File: config.mk
export PLATFORM = sky130hd
export DESIGN_NAME = sram_result_writer
export DESIGN_NICKNAME = d
export VERILOG_FILES = /design/src/rtl/aes_sram_pkg.sv /design/src/rtl/blk_shift_reg.sv /design/src/rtl/sram_result_writer.sv
export SDC_FILE = /design/constraint.sdc
export NUM_CORES = 1
export LEC_CHECK = 0
export CAP_MARGIN = 30
export CORE_UTILIZATION = 50
export DETAILED_ROUTE_END_ITERATION = 16
export HOLD_SLACK_MARGIN = 0.1
export PLACE_DENSITY = 0.8
export SLEW_MARGIN = 0
export SYNTH_ARGS = -nofsm -noshare
export SYNTH_HDL_FRONTEND = slang
export SYNTH_SLANG_ARGS = --single-unit
File: constraint.sdc
create_clock -name clk -period 2.3 [get_ports clk]
set_clock_uncertainty 0.2 [all_clocks]
set_input_delay 0.46 -clock clk [delete_from_list [all_inputs] [get_ports clk]]
set_output_delay 0.46 -clock clk [all_outputs]
set_load 0.005 [all_outputs]
File: src/rtl/aes_sram_pkg.sv
// Shared types and constants for the AES SRAM write-side controller.
//   wr_state_t  : write FSM states
//   AES_BLOCK_W : width of one AES result block in bits
//   BLOCK_BYTES : bytes per AES block (AES_BLOCK_W / 8)
//   CNT_W       : width of the in-block byte counter
package aes_sram_pkg;

  localparam int AES_BLOCK_W = 128;
  localparam int BLOCK_BYTES = 16;
  localparam int CNT_W       = $clog2(BLOCK_BYTES);

  typedef enum logic [1:0] {
    IDLE     = 2'd0,
    WAIT_BLK = 2'd1,
    WRITE    = 2'd2,
    DONE     = 2'd3
  } wr_state_t;

endpackage

File: src/rtl/blk_shift_reg.sv
// 128-bit block register that is loaded in parallel and drained MSB byte first.
//   clk        : system clock, rising edge
//   n_rst      : asynchronous reset, active low
//   load_i     : capture data_i (takes priority over shift_i)
//   shift_i    : shift left by one byte, zero filling the bottom
//   data_i     : block to load
//   byte_out_o : current top byte [127:120]
module blk_shift_reg
  import aes_sram_pkg::*;
(
  input  logic                   clk,
  input  logic                   n_rst,
  input  logic                   load_i,
  input  logic                   shift_i,
  input  logic [AES_BLOCK_W-1:0] data_i,
  output logic [7:0]             byte_out_o
);

  logic [AES_BLOCK_W-1:0] shift_q, shift_d;

  always_comb begin
    shift_d = shift_q;
    if (load_i) begin
      shift_d = data_i;
    end else if (shift_i) begin
      shift_d = {shift_q[AES_BLOCK_W-9:0], 8'h00};
    end
  end

  always_ff @(posedge clk or negedge n_rst) begin
    if (!n_rst) begin
      shift_q <= '0;
    end else begin
      shift_q <= shift_d;
    end
  end

  assign byte_out_o = shift_q[AES_BLOCK_W-1 -: 8];

endmodule

File: src/rtl/sram_result_writer.sv
// Write-side SRAM controller for the AES datapath. Takes 128-bit result
// blocks from the AES core and writes them byte by byte to SRAM, starting at
// s_addr and ending with the write to loc (inclusive), then flags done.
//
// Parameters:
//   ADDR_BITS : SRAM address width; addresses wrap modulo 2**ADDR_BITS
//   (bytes per block is BLOCK_BYTES from aes_sram_pkg)
//
// Ports:
//   clk       in  system clock, rising edge
//   n_rst     in  asynchronous reset, active low
//   enable    in  level: high = run, low = abort to IDLE
//   s_addr    in  first write address, sampled when leaving IDLE
//   loc       in  last write address (inclusive), sampled with s_addr
//   blk_valid in  AES core presents a block
//   blk_data  in  result block, byte [127:120] written first
//   blk_ready out writer can take a block this cycle
//   sram_wait in  SRAM stall; current write is held while high
//   w_en      out SRAM write strobe
//   w_addr    out SRAM write address
//   w_data    out SRAM write byte
//   done      out write to loc accepted; held until enable goes low
//   trunc     out loc was reached before the end of a block; valid with done
//   w_par     out even parity of w_data (only with SRAM_WR_PARITY_EN)
//
// Build option: define SRAM_WR_PARITY_EN to add the w_par output.
//
// Handshakes: a block moves on a cycle with blk_valid && blk_ready, and a
// byte write is accepted on a cycle with w_en && !sram_wait. Once raised,
// w_en/w_addr/w_data stay stable until the write is accepted (or the run is
// aborted). All outputs decode from registers only.
module sram_result_writer
  import aes_sram_pkg::*;
#(
  parameter int ADDR_BITS = 8
) (
  input  logic                   clk,
  input  logic                   n_rst,
  input  logic                   enable,
  input  logic [ADDR_BITS-1:0]   s_addr,
  input  logic [ADDR_BITS-1:0]   loc,
  input  logic                   blk_valid,
  input  logic [AES_BLOCK_W-1:0] blk_data,
  output logic                   blk_ready,
  input  logic                   sram_wait,
  output logic                   w_en,
  output logic [ADDR_BITS-1:0]   w_addr,
  output logic [7:0]             w_data,
  output logic                   done,
  output logic                   trunc
`ifdef SRAM_WR_PARITY_EN
  ,
  output logic                   w_par
`endif
);

  localparam logic [CNT_W-1:0] LAST_CNT = CNT_W'(BLOCK_BYTES - 1);

  wr_state_t            state_q, state_d;
  logic [ADDR_BITS-1:0] ptr_q, ptr_d;
  logic [ADDR_BITS-1:0] end_q, end_d;
  logic [CNT_W-1:0]     cnt_q, cnt_d;
  logic                 trunc_q, trunc_d;
  logic                 sr_load, sr_shift;
  logic [7:0]           sr_byte;

  blk_shift_reg u_shift (
    .clk        (clk),
    .n_rst      (n_rst),
    .load_i     (sr_load),
    .shift_i    (sr_shift),
    .data_i     (blk_data),
    .byte_out_o (sr_byte)
  );

  always_comb begin
    state_d  = state_q;
    ptr_d    = ptr_q;
    end_d    = end_q;
    cnt_d    = cnt_q;
    trunc_d  = trunc_q;
    sr_load  = 1'b0;
    sr_shift = 1'b0;

    if (!enable) begin
      // Abort from any state; a partly written block is simply dropped.
      state_d = IDLE;
      trunc_d = 1'b0;
    end else begin
      case (state_q)
        IDLE: begin
          ptr_d   = s_addr;
          end_d   = loc;
          state_d = WAIT_BLK;
        end
        WAIT_BLK: begin
          if (blk_valid) begin
            sr_load = 1'b1;
            cnt_d   = '0;
            state_d = WRITE;
          end
        end
        WRITE: begin
          if (!sram_wait) begin
            sr_shift = 1'b1;
            ptr_d    = ptr_q + 1'b1;
            cnt_d    = cnt_q + 1'b1;
            // The end address wins over the block boundary; any bytes left
            // in the block are dropped and reported through trunc.
            if (ptr_q == end_q) begin
              state_d = DONE;
              trunc_d = (cnt_q != LAST_CNT);
            end else if (cnt_q == LAST_CNT) begin
              state_d = WAIT_BLK;
            end
          end
        end
        DONE: begin
          state_d = DONE;
        end
        default: begin
          state_d = IDLE;
        end
      endcase
    end
  end

  always_ff @(posedge clk or negedge n_rst) begin
    if (!n_rst) begin
      state_q <= IDLE;
      ptr_q   <= '0;
      end_q   <= '0;
      cnt_q   <= '0;
      trunc_q <= 1'b0;
    end else begin
      state_q <= state_d;
      ptr_q   <= ptr_d;
      end_q   <= end_d;
      cnt_q   <= cnt_d;
      trunc_q <= trunc_d;
    end
  end

  assign blk_ready = (state_q == WAIT_BLK);
  assign w_en      = (state_q == WRITE);
  assign w_addr    = ptr_q;
  assign w_data    = sr_byte;
  assign done      = (state_q == DONE);
  assign trunc     = trunc_q;

`ifdef SRAM_WR_PARITY_EN
  // Derived from the same register byte as w_data, so it tracks w_data
  // cycle for cycle and is 0 out of reset.
  assign w_par = ^sr_byte;
`endif

endmodule

==> results of run 1 <==
[critical path, delay by kind of cell, from the launching register on]
kind	cells	cell delay [ns]
buffers and inverters	1	0.50
flip-flops	1	0.48
AND/OR/NAND/NOR	1	0.18
[worst paths after layout]
path / depth (start not counted) / slack, ns / startpoint / end
min reg2reg: 1 / 0.30 / u_shift.shift_q[7]$_DFFE_PN0P_ / u_shift.shift_q[7]$_DFFE_PN0P_
min in group asynchronous: 2 / 0.35 / n_rst / end_q[6]$_DFFE_PN0P_
max reg2reg: 4 / 0.33 / w_addr[4]$_DFFE_PN0P_ / state_q[1]$_DFFE_PN0P_
max: 2 / 0.07 / state_q[1]$_DFFE_PN0P_ / done
min: 1 / 0.30 / u_shift.shift_q[7]$_DFFE_PN0P_ / u_shift.shift_q[7]$_DFFE_PN0P_
max in group asynchronous: 3 / 0.87 / n_rst / u_shift.shift_q[72]$_DFFE_PN0P_
[per-layer routing]
| layer | part of all wire | wire [µm] | GRT usage |
|---|---|---|---|
| met1 | 0.43 | 7100 | 0.301 |
| met5 | 0 | 0 | 0 |
| met4 | 0.013 | 213 | 0.0787 |
| met2 | 0.51 | 8520 | 0.394 |
| met3 | 0.047 | 778 | 0.0581 |
[cell usage in the layout (no fill, tap or decap), types with 10 or more instances in the layout]
| master | Yosys | layout |
|---|---|---|
| dfrtp_1 | 151 | 150 |
| clkdlybuf4s50_1 | 0 | 166 |
| mux2i_1 | 121 | 121 |
| buf_12 | 0 | 16 |
| xor2_1 | 10 | 10 |
| buf_4 | 17 | 10 |
| o21ai_1 | 61 | 61 |
| clkbuf_16 | 0 | 17 |
| nand2_1 | 129 | 129 |
| o21ai_0 | 66 | 66 |
| nor2_1 | 10 | 10 |
| clkbuf_1 | 8 | 10 |
[what timing repair did]
| item | CTS | global route |
|---|---|---|
| buffers inserted | 0 | 2 |
| hold buffers | 1 | 0 |
| pin swaps | 0 | 0 |
| endpoints found under the hold margin | 46 | 0 |
| setup endpoints to repair | 3 | 3 |
| resized for setup | 1 | 3 |
[power by group through the flow]
stage	clock network [W]	registers, W	logic, W
after global routing	0.00264	0.00406	0.00185
after floorplan	0	0.00379	0.00103
final	0.00245	0.00397	0.00164
after detailed placement	0	0.00400	0.00164
after CTS	0.00251	0.00397	0.00166
after global placement	0	0.00397	0.00155
[metrics by stage]
stage	power (W)	cells	util	area, µm²	setup slack (ns)
after floorplan	0.00482	667	-	7180	0.495
after global placement	0.00551	985	0.650	9060	0.0678
after detailed placement	0.00564	985	0.650	9060	-0.00753
after CTS	0.00814	1018	0.688	9590	0.0191
after global routing	0.00854	1020	0.690	9610	0.0102
final	0.00806	1020	0.690	9610	0.0712
[cells by family (layout without fill, tap and decap cells)]
logic type,count (synthesis),count (layout),share of synthesized area
XOR/XNOR,10,10,0.0122
flip-flops,151,151,0.526
buffers and inverters,55,228,0.0587
AO/OA/AOI/OAI,156,156,0.120
multiplexers,130,130,0.183
adder cells (fa/ha/maj),2,2,0.00349
AND/OR/NAND/NOR,163,163,0.0961
[area by class of cell]
class / instances / area (µm²) / area share
clock inverter: 2 / 13.8 / 0.00143
clock buffer: 30 / 504 / 0.0525
inverter: 1 / 3.75 / 0.000390
timing repair buffer: 195 / 2090 / 0.217
tap: 180 / 225 / 0.0234
multi-input combinational: 461 / 3000 / 0.312
sequential: 151 / 3780 / 0.393
[state kept, by name, summed over array words and instances, names as in the netlist]
signal / cells
trunc: 1
cnt_q: 4
w_addr: 8
u_shift.shift_q: 128
end_q: 8
state_q: 2
==> metrics.txt, run 1 <==
TritonCTS Sinks 151; status finished, final reports clean; total grt overflow 0; CTS tree built; Critical Path AT 1.57 ns; Worst Path Required 1.64 ns; Starting Density 0.515; clk slew on worst S/H paths 0.05 ns; routed len/inst 16.3 µm; top area cells in the synthesized netlist dfrtp_1 (53%), mux2i_1 (17%), nand2_1 (6.7%); clock power share 0.304; first drt pass iteration count 5; dominant cell type by area after synthesis dfrtp_1; final setup vio count 0; fin nets 978; Skew-Pair Late Insertion Delay 0.42 ns; most common cell in the netlist dfrtp_1; top-area cell type share of the netlist area 0.526; relative slew slack 0.633; Placer Congestion 0.856; DR vias 5441; Gate Count Post-Synth 667; total wire length 16.6 mm; Yosys Warn Count 0; Fill cells 986; Die Width 122 µm; Pwr Density 839 nW/µm²; Ports 169; diodes inserted 0; CTS root buffer clkbuf_16; worst min-delay path category register to register; Crit Path Category register to output pin; synthesized area per cell 10.8 µm²; count of cell types in the netlist 42; DIE AREA 14800 µm²; P&R area growth vs syn 33.9%; first-pass GRT wire length 26.8 mm; switching share of power 0.274; worst-path fanout max 8; Mapped Nets 818; Internal 0.00585 W; layout cells sized above 1 0.0810; drc violations 0; Post-synth top cells dfrtp_1 (151), nand2_1 (129), mux2i_1 (121); Sw Pwr 0.00221 W; initial antenna violation count 0; Critical Path Slowest Stage Cell clkdlybuf4s50_1; cell leakage power 3.79 nW; register area share after synthesis 0.526; EDFF count, synth 0; Max clock buf depth 2; DR vias/cell 5.33; Port Buffers 168; fraction of registers with async set/reset 1.00; maximum clock frequency 0.449 GHz; Mapped Area 7180 µm²; Fin. Hold Viols 0; Core ar. 13900 µm²; CP peak stage delay 0.50 ns; largest net degree at the start of global routing 57; unrepaired setup endpoints after global routing false; vias in the first global route 5473; CTS Buf Count 17; final worst path period share 0.969; Max-Cap Viols 0; DRT antenna net count 0; dpl hpwl 11.7 mm; GRT Total Usage 0.236; sequential share of power 0.492; Comb pwr share 0.204; crit path launch type register; row count 43; synthesis-stage register bit count 151; top_reg_cell synth dfrtp_1; worst-path cell chain and2_4 -> clkdlybuf4s50_1; Setup Total Neg Slack 0 ns; H-tree depth 4; Peak VDD IR 0.560 mV; Tmin final 2.23 ns; Chip Height 122 µm; Max Slew Vio Count 0; DRT iter0 DRCs 394; Slew @ Worst Pin 0.545 ns; worst hold slack 0.302 ns; critical path capture point type output pin
Note: power is estimated with default switching activity, not from simulation.
==> inputs of run 2 (changes only) <==
==> constraint.sdc (replaced) <==
create_clock -name clk -period 2.5 [get_ports clk]
set_clock_uncertainty 0.2 [all_clocks]
set_input_delay 0.5 -clock clk [delete_from_list [all_inputs] [get_ports clk]]
set_output_delay 0.5 -clock clk [all_outputs]
set_load 0.005 [all_outputs]
==> metrics.txt, run 2 (synthesized netlist as in run 1, its figures left out) <==
status finished, final reports clean; Starting Density 0.515; critical path capture point type output pin; Critical Path AT 1.71 ns; total wire length 16.3 mm; worst-path cell chain and2_1 -> clkdlybuf4s50_1; clk slew on worst S/H paths 0.06 ns; Max clock buf depth 2; Peak VDD IR 0.452 mV; row count 43; first drt pass iteration count 5; DIE AREA 14800 µm²; Critical Path Slowest Stage Cell dfrtp_1; vias in the first global route 5345; clock power share 0.308; Die Width 122 µm; Tot Pwr 0.00743 W; TritonCTS Sinks 151; commonest non-fill, non-tap cell in the layout clkdlybuf4s50_1; layout cells sized above 1 0.0757; DRT antenna net count 0; diodes inserted 0; area taken by multi-input logic gates 2990 µm²; Slew @ Worst Pin 0.538 ns; CTS Buf Count 17; CTS root buffer clkbuf_16; Fill cells 999; final setup vio count 0; initial antenna violation count 0; unrepaired setup endpoints after global routing false; min-delay src u_shift.shift_q[6]$_DFFE_PN0P_; Sw Pwr 0.00203 W; worst hold slack 0.299 ns; worst min-delay path category register to register; Comb pwr share 0.199; Setup Total Neg Slack 0 ns; first-pass GRT wire length 26.0 mm; switching share of power 0.273; Port Buffers 168; CP Launch Point state_q[1]$_DFFE_PN0P_; crit path launch type register; largest net degree at the start of global routing 73; Core ar. 13900 µm²; postcts setup bufs 0; sequential share of power 0.493; Cell Count Post-Placement 982; pre-CTS WS 0.132 ns; GRT Total Usage 0.227; Ports 169; dpl hpwl 11.5 mm; final setup margin 0.0897 ns; DR vias/cell 5.39; routed len/inst 16.1 µm; Max Slew Vio Count 0; Fin. Hold Viols 0; DR vias 5451; H-tree depth 4; R2R Path Start w_addr[4]$_DFFE_PN0P_; register name with the most flops u_shift.shift_q; CTS tree built; Skew-Pair Late Insertion Delay 0.42 ns; Chip Height 122 µm; relative slew slack 0.638; P&R area growth vs syn 32.1%; Internal 0.00540 W; Tmin final 2.41 ns; Placer Congestion 0.818; total grt overflow 0; worst-path fanout max 9; final worst path period share 0.964; Worst Path Required 1.80 ns; fin nets 973; DRT iter0 DRCs 455; commonest cells after routing, fill and taps aside clkdlybuf4s50_1 (167), dfrtp_1 (151), nand2_1 (129); Crit Path Category register to output pin; drc violations 0; Register Area 3780 µm²; cell leakage power 3.73 nW; fin cells 1012; Pwr Density 784 nW/µm²; Max-Cap Viols 0; maximum clock frequency 0.415 GHz; Largest register FFs 128; CP peak stage delay 0.56 ns
-- run 2: cell types whose count changed in the layout (fill, tap and decap cells not counted), sizes merged --
cell and delta:
buf -5, dlymetal6s2s -1, clkbuf -4, clkinvlp +1, clkdlybuf4s50 +1
-- run 2: final cells by class --
class | count | share of cell area
Clock inverter | 3 | 0.00185
Inverter | 1 | 0.000396
Clock buffer | 26 | 0.0537
Multi-Input combinational cell | 461 | 0.315
Sequential cell | 151 | 0.398
Timing Repair Buffer | 190 | 0.207
Tap cell | 180 | 0.0237
-- run 2: power groups by stage --
| stage | clock network, W | registers (W) | logic, W |
|---|---|---|---|
| 5_1_grt | 0.00245 | 0.00374 | 0.00165 |
| 6_report | 0.00229 | 0.00367 | 0.00148 |
| 3_5_place_dp | 0 | 0.00370 | 0.00148 |
| 3_3_place_gp | 0 | 0.00366 | 0.00140 |
| 2_1_floorplan | 0 | 0.00349 | 0.000947 |
| 4_1_cts | 0.00233 | 0.00367 | 0.00150 |
-- run 2: critical path, delay by kind of cell, from the launching register on --
family	cells	cell delay, ns
AND/OR/NAND/NOR	1	0.22
buffers and inverters	1	0.51
flip-flops	1	0.56
-- run 2: metrics by stage --
stage               instance area (µm²)   util
floorplan                          7180      -
global placement                   8950  0.642
detailed placement                 8950  0.642
CTS                                9480  0.681
global route                       9480  0.681
finish                             9480  0.681
-- run 2: repair_timing --
action                                 in CTS  in global routing
setup endpoints to repair                   0                  0
resized for setup                           0                  0
endpoints found under the hold margin      54                  0
hold buffers                                1                  0
-- run 2: final timing paths --
path,depth (start not counted),end,slack [ns]
max,2,done,0.09
min,1,u_shift.shift_q[6]$_DFFE_PN0P_,0.30
max reg2reg,4,state_q[1]$_DFFE_PN0P_,0.50
min reg2reg,1,u_shift.shift_q[6]$_DFFE_PN0P_,0.30
max in group asynchronous,3,u_shift.shift_q[31]$_DFFE_PN0P_,0.92
min in group asynchronous,2,end_q[1]$_DFFE_PN0P_,0.42
-- run 2: routing by layer --
| metal | vias to the layer above | share of wire | track usage |
|---|---|---|---|
| li1 | 2615 | - | - |
| met5 | - | 0 | 0 |
| met3 | 28 | 0.050 | 0.0445 |
| met1 | 2646 | 0.42 | 0.294 |
| met2 | 162 | 0.51 | 0.376 |
| met4 | 0 | 0.020 | 0.0841 |
